**config.mk**
```make
export PLATFORM = sky130hd
export DESIGN_NAME = qm_writeback
export DESIGN_NICKNAME = d
export VERILOG_FILES = /design/src/rtl/qm_writeback.sv
export SDC_FILE = /design/constraint.sdc
export NUM_CORES = 1
export LEC_CHECK = 0
export ABC_AREA = 1
export CELL_PAD_IN_SITES_DETAIL_PLACEMENT = 1
export CELL_PAD_IN_SITES_GLOBAL_PLACEMENT = 1
export CORE_ASPECT_RATIO = 0.75
export CORE_MARGIN = 10
export CORE_UTILIZATION = 28
export DETAILED_ROUTE_END_ITERATION = 16
export GPL_ROUTABILITY_DRIVEN = 0
export PLACE_DENSITY_LB_ADDON = 0.1
export SYNTH_ARGS = -nofsm -noshare
export SYNTH_HDL_FRONTEND = slang
export SYNTH_SLANG_ARGS = --single-unit
export TNS_END_PERCENT = 5
```
**constraint.sdc**
```tcl
create_clock -name clk -period 2.1 [get_ports clk]
set_input_delay 0.42 -clock clk [delete_from_list [all_inputs] [get_ports clk]]
set_output_delay 0.42 -clock clk [all_outputs]
set_load 0.1 [all_outputs]
```
**src/rtl/qm_writeback.sv**
```systemverilog
// qm_writeback: writeback stage of the q3kmips pipeline.
// It accepts one instruction per cycle from the memory stage. For each one it
// picks the ALU result or the load data and emits a one-cycle register write
// pulse to decode. When load data arrives after the transfer, the stage holds
// do_Ready low until di_MemValid. Writes to $zero are suppressed, but the
// instruction still commits.
//
// Optional feature macro: QM_WB_RETIRE_CNT_EN adds the 32-bit do_Retired counter.
//
// Ports:
//   clk, reset            clock, asynchronous active-high reset
//   di_Valid / do_Ready   ready/valid handshake with the memory stage
//   di_ALUResult, di_WA   ALU result and destination register
//   ci_RegWrite           instruction writes a register
//   ci_RegWSource         0 = ALU result, 1 = load data
//   di_MemData/MemValid   data memory read response
//   do_WA/do_WE/do_WD     register-file write port to decode
//   do_Commit             one-cycle pulse per completed instruction
//   do_Retired            retired-instruction count (QM_WB_RETIRE_CNT_EN only)
module qm_writeback (
    input  logic        clk,
    input  logic        reset,
    input  logic        di_Valid,
    output logic        do_Ready,
    input  logic [31:0] di_ALUResult,
    input  logic [4:0]  di_WA,
    input  logic        ci_RegWrite,
    input  logic        ci_RegWSource,
    input  logic [31:0] di_MemData,
    input  logic        di_MemValid,
    output logic [4:0]  do_WA,
    output logic        do_WE,
    output logic [31:0] do_WD,
    output logic        do_Commit
`ifdef QM_WB_RETIRE_CNT_EN
    ,
    output logic [31:0] do_Retired
`endif
);

    localparam int unsigned DATA_W = 32;
    localparam int unsigned ADDR_W = 5;

    typedef enum logic [0:0] {
        ST_IDLE     = 1'b0,
        ST_WAIT_MEM = 1'b1
    } state_e;

    state_e              state_q, state_d;
    logic                ready_q, ready_d;
    logic                we_q, we_d;
    logic [ADDR_W-1:0]   wa_q, wa_d;
    logic [DATA_W-1:0]   wd_q, wd_d;
    logic                commit_q, commit_d;
    logic [ADDR_W-1:0]   pend_wa_q, pend_wa_d;

    logic                xfer;
    logic                late_load;
    logic                wr_req;
    logic [ADDR_W-1:0]   wr_addr;
    logic [DATA_W-1:0]   wr_data;

    assign xfer      = di_Valid && ready_q;
    assign late_load = ci_RegWrite && ci_RegWSource && !di_MemValid;

    // State and output registers
    always_ff @(posedge clk or posedge reset) begin
        if (reset) begin
            state_q   <= ST_IDLE;
            ready_q   <= 1'b1;
            we_q      <= 1'b0;
            wa_q      <= '0;
            wd_q      <= '0;
            commit_q  <= 1'b0;
            pend_wa_q <= '0;
        end else begin
            state_q   <= state_d;
            ready_q   <= ready_d;
            we_q      <= we_d;
            wa_q      <= wa_d;
            wd_q      <= wd_d;
            commit_q  <= commit_d;
            pend_wa_q <= pend_wa_d;
        end
    end

    // Next-state logic
    always_comb begin
        state_d = state_q;
        case (state_q)
            ST_IDLE:     if (xfer && late_load) state_d = ST_WAIT_MEM;
            ST_WAIT_MEM: if (di_MemValid)       state_d = ST_IDLE;
            default:     state_d = ST_IDLE;
        endcase
    end

    // Output logic: build the registered write/commit values for next cycle
    always_comb begin
        ready_d   = (state_d == ST_IDLE);
        we_d      = 1'b0;
        commit_d  = 1'b0;
        wa_d      = wa_q;
        wd_d      = wd_q;
        pend_wa_d = pend_wa_q;
        wr_req    = 1'b0;
        wr_addr   = di_WA;
        wr_data   = di_ALUResult;

        case (state_q)
            ST_IDLE: begin
                if (xfer) begin
                    if (!ci_RegWrite) begin
                        commit_d = 1'b1;
                    end else if (!ci_RegWSource) begin
                        commit_d = 1'b1;
                        wr_req   = 1'b1;
                    end else if (di_MemValid) begin
                        commit_d = 1'b1;
                        wr_req   = 1'b1;
                        wr_data  = di_MemData;
                    end else begin
                        // Load data is late: remember the target and stall
                        pend_wa_d = di_WA;
                    end
                end
            end
            ST_WAIT_MEM: begin
                if (di_MemValid) begin
                    commit_d = 1'b1;
                    wr_req   = 1'b1;
                    wr_addr  = pend_wa_q;
                    wr_data  = di_MemData;
                end
            end
            default: ;
        endcase

        // $zero is never written; WA/WD keep their last written values
        if (wr_req && (wr_addr != '0)) begin
            we_d = 1'b1;
            wa_d = wr_addr;
            wd_d = wr_data;
        end
    end

    assign do_Ready  = ready_q;
    assign do_WE     = we_q;
    assign do_WA     = wa_q;
    assign do_WD     = wd_q;
    assign do_Commit = commit_q;

`ifdef QM_WB_RETIRE_CNT_EN
    logic [DATA_W-1:0] retired_q, retired_d;

    // Retired count advances on each commit pulse and wraps naturally
    always_comb begin
        retired_d = retired_q + DATA_W'(commit_q);
    end

    always_ff @(posedge clk or posedge reset) begin
        if (reset) retired_q <= '0;
        else       retired_q <= retired_d;
    end

    assign do_Retired = retired_q;
`endif

endmodule

```
==> run_results.csv <==
group,metric,value,unit
hold_path,min_from,"do_WD[21]$_DFFE_PP0P_",
clocking,postCtsSetupRepairBufs,0,
global_route,track_usage,13.4,%
synth,yosysUniqueCellTypes,20,
worst_setup_path,critPathArrivalTime,2.02,ns
cells_and_area,layout.cells.non_filler,581,
worst_setup_path,crit_path_frequent_cell,"nand2_1",
worst_setup_path,cp_num_buf_inv,0,
sta,worst_slack,0.291,ns
clocking,holdBufCountCts,0,
clocking,clock-sinks,46,
worst_setup_path,cp.required,2.31,ns
sta,period_share,86.1,%
worst_setup_path,cp-startpoint,"state_q$_DFF_PP0_",
global_route,grt_overflow,0,
clocking,cts_buffer_depth,2,
cells_and_area,final_util,43.2,%
worst_setup_path,crit_path_end_kind,"flip-flop",
pwr,power_density,1110,nW/um^2
floorplanning,die_y,103,microns
global_route,grt_max_degree,47,
route,vias,2639,
synth,syn_area_per_cell,7.07,sq um
worst_setup_path,cpPeakStageDelay,0.56,ns
route,drt-vias-per-instance,4.54,
sta,tns,0,ns
synth,syn-cell-area,2550,sq um
global_route,antenna_found_initial,0,
placement,dpl_cell_area,3710,sq um
worst_setup_path,ff2ff_setup_slack,0.29,ns
clocking,cts_buffers,5,
route,drc,0,
floorplanning,row_count,30,
sta,finalSetupViolCount,0,
sta,rsz0062_at_grt,"no",
global_route,grt_pass1_vias,2726,
hold_path,hold_class,"reg -> reg",
synth,yosysSeqAreaShare,45.1,%
cells_and_area,drive_gt1_share,14.1,%
synth,syn_inst,361,
sta,hold_viol,0,
synth,synth_nets,436,
sta,tightestPinTransition,0.418,ns
synth,ys_ff_latch,46,
sta,maxSlewViolCount,0,
route,wl_per_cell,15.9,microns
floorplanning,pin_count,115,
sta,finClkSkew,0.00409,ns
cells_and_area,fillers,1142,
worst_setup_path,cp-start-kind,"flip-flop",
outcome,outcome,"completed",
clocking,clock_latency,0.28,ns
flow_run,maxCapViolations,0,
floorplanning,die_area,13400,sq um
placement,dp.final_hpwl,6820,microns
floorplanning,die_x,130,microns
cells_and_area,nNetsFinal,543,
worst_setup_path,r2r_start,"state_q$_DFF_PP0_",
clocking,htree_levels,2,
cells_and_area,syn_to_final_growth,51.7,%
clocking,tritoncts,"yes",
floorplanning,coreArea,8970,sq um
worst_setup_path,crit_fanout,37,
worst_setup_path,crit_chain,"nand2_4, nand2_1, o21ai_1, nor2_2, nand3_4, nand2_4, nand2_1, nand2_1",
sta,fmaxAchievable,553,MHz
worst_setup_path,path_class,"reg -> reg",
clocking,clk_pin_slew,0.06,ns
clocking,cts_root_buffer,"clkbuf_16",
worst_setup_path,critPathSlowestCell,"dfrtp_1",
route,first_pass_iters,4,
pwr,peakVddDrop,0.501,mV
synth,ys.warnings.count,0,
route,wl,9230,microns
cells_and_area,final_area,3870,sq um
placement,portBuffers,114,
placement,dp.cells,573,
floorplanning,start_util,28.5,%
route,drt_iter0_drc,98,
clocking,cts_resized,0,
worst_setup_path,critPathTopFamily,"simple AND/OR/NAND/NOR gates",
route,antenna_left,0,
global_route,grt_pass1_wl,14300,microns
cells_and_area,num_antenna_cells,0,
pwr,leakage,2.09,nW
placement,place_ws,0.00986,ns
sta,fin_crit,1.81,ns
sta,relSlewSlack,72.1,%
path summary, 6_finish.rpt:
path / depth (start not counted) / endpoint
min reg2reg: 2 / do_WD[21]$_DFFE_PP0P_
min in group asynchronous: 3 / do_WD[15]$_DFFE_PP0P_
max: 8 / do_WD[0]$_DFFE_PP0P_
max reg2reg: 8 / do_WD[0]$_DFFE_PP0P_
max in group asynchronous: 3 / do_Ready$_DFF_PP1_
min: 2 / do_WD[21]$_DFFE_PP0P_
final cells by class:
cell class              count  area [sq um]  area share (%)
multi-input cells         260          1140            29.5
flip-flops and latches     46          1150            29.8
clock inverters             2          37.5           0.969
inverters                  33           124            3.20
clock buffers               6           129            3.33
repair buffers            122          1150            29.6
well taps                 112           140            3.62
Yosys cell counts, drive strengths merged:
cell type | instances | share of area, %
buf | 17 | 4.5
o21ai | 7 | 1.5
nand3 | 56 | 11
nand3b | 10 | 2.9
nand2 | 179 | 27
nor2 | 6 | 1.1
dfstp | 1 | 1.0
inv | 33 | 4.9
o21bai | 1 | 0.44
clkbuf | 5 | 0.74
mux2 | 1 | 0.44
dfrtp | 45 | 44
power breakdown:
| group | internal (mW) | leakage, nW | switching (mW) | total [mW] |
|---|---|---|---|---|
| Combinational | 0.497 | 1.45 | 1.72 | 2.22 |
| Clock | 0.562 | 0.0771 | 0.324 | 0.886 |
| Sequential | 1.09 | 0.572 | 0.120 | 1.21 |
worst register-to-register path: stages (launching register included):
cell     delay [ns]
dfrtp_1        0.56
nand2_4        0.17
nand2_1        0.09
o21ai_1        0.12
nor2_2         0.16
nand3_4        0.09
nand2_4        0.33
nand2_1        0.13
nand2_1        0.09
through the flow:
step / total power, mW / hold WS (ns)
final: 4.31 / 0.471
after global placement: 3.44 / 0.457
after CTS: 4.37 / 0.475
after floorplan: 2.85 / 0.453
after global routing: 4.52 / 0.497
after detailed placement: 3.46 / 0.459
cell usage in the layout, fill, tap and decap left out, types with 2 or more instances in the layout:
cell type,count
buf_4,44
nand2_4,2
clkdlybuf4s50_1,73
nand3b_1,10
o21ai_0,5
buf_12,4
dfrtp_1,45
nand3_1,55
nor2_1,4
nor2_2,2
nand2_1,177
clkbuf_16,5
inv_1,32
routing by layer:
| layer | vias to the layer above | track usage [%] | part of all wire [%] |
|---|---|---|---|
| met2 | 70 | 20.8 | 44 |
| li1 | 1322 | - | - |
| met3 | 2 | 4.98 | 7.8 |
| met5 | - | 0 | 0 |
| met1 | 1245 | 17.8 | 48 |
| met4 | 0 | 1.81 | 0.37 |
state kept, by name (all words and copies together) (netlist names):
signal	cells
do_WD	32
do_WA	5
pend_wa_q	5
do_Commit	1
do_Ready	1
do_WE	1
state_q	1
cell families (layout without fill, tap and decap cells):
group | after synthesis | in the layout | synth area share, %
AOI/OAI and AO/OA | 8 | 8 | 1.96
and+or+nand+nor | 251 | 251 | 42.4
DFF | 46 | 46 | 45.1
buffers and inverters | 55 | 163 | 10.0
muxes | 1 | 1 | 0.441
Note: power is estimated with default switching activity, not from simulation.
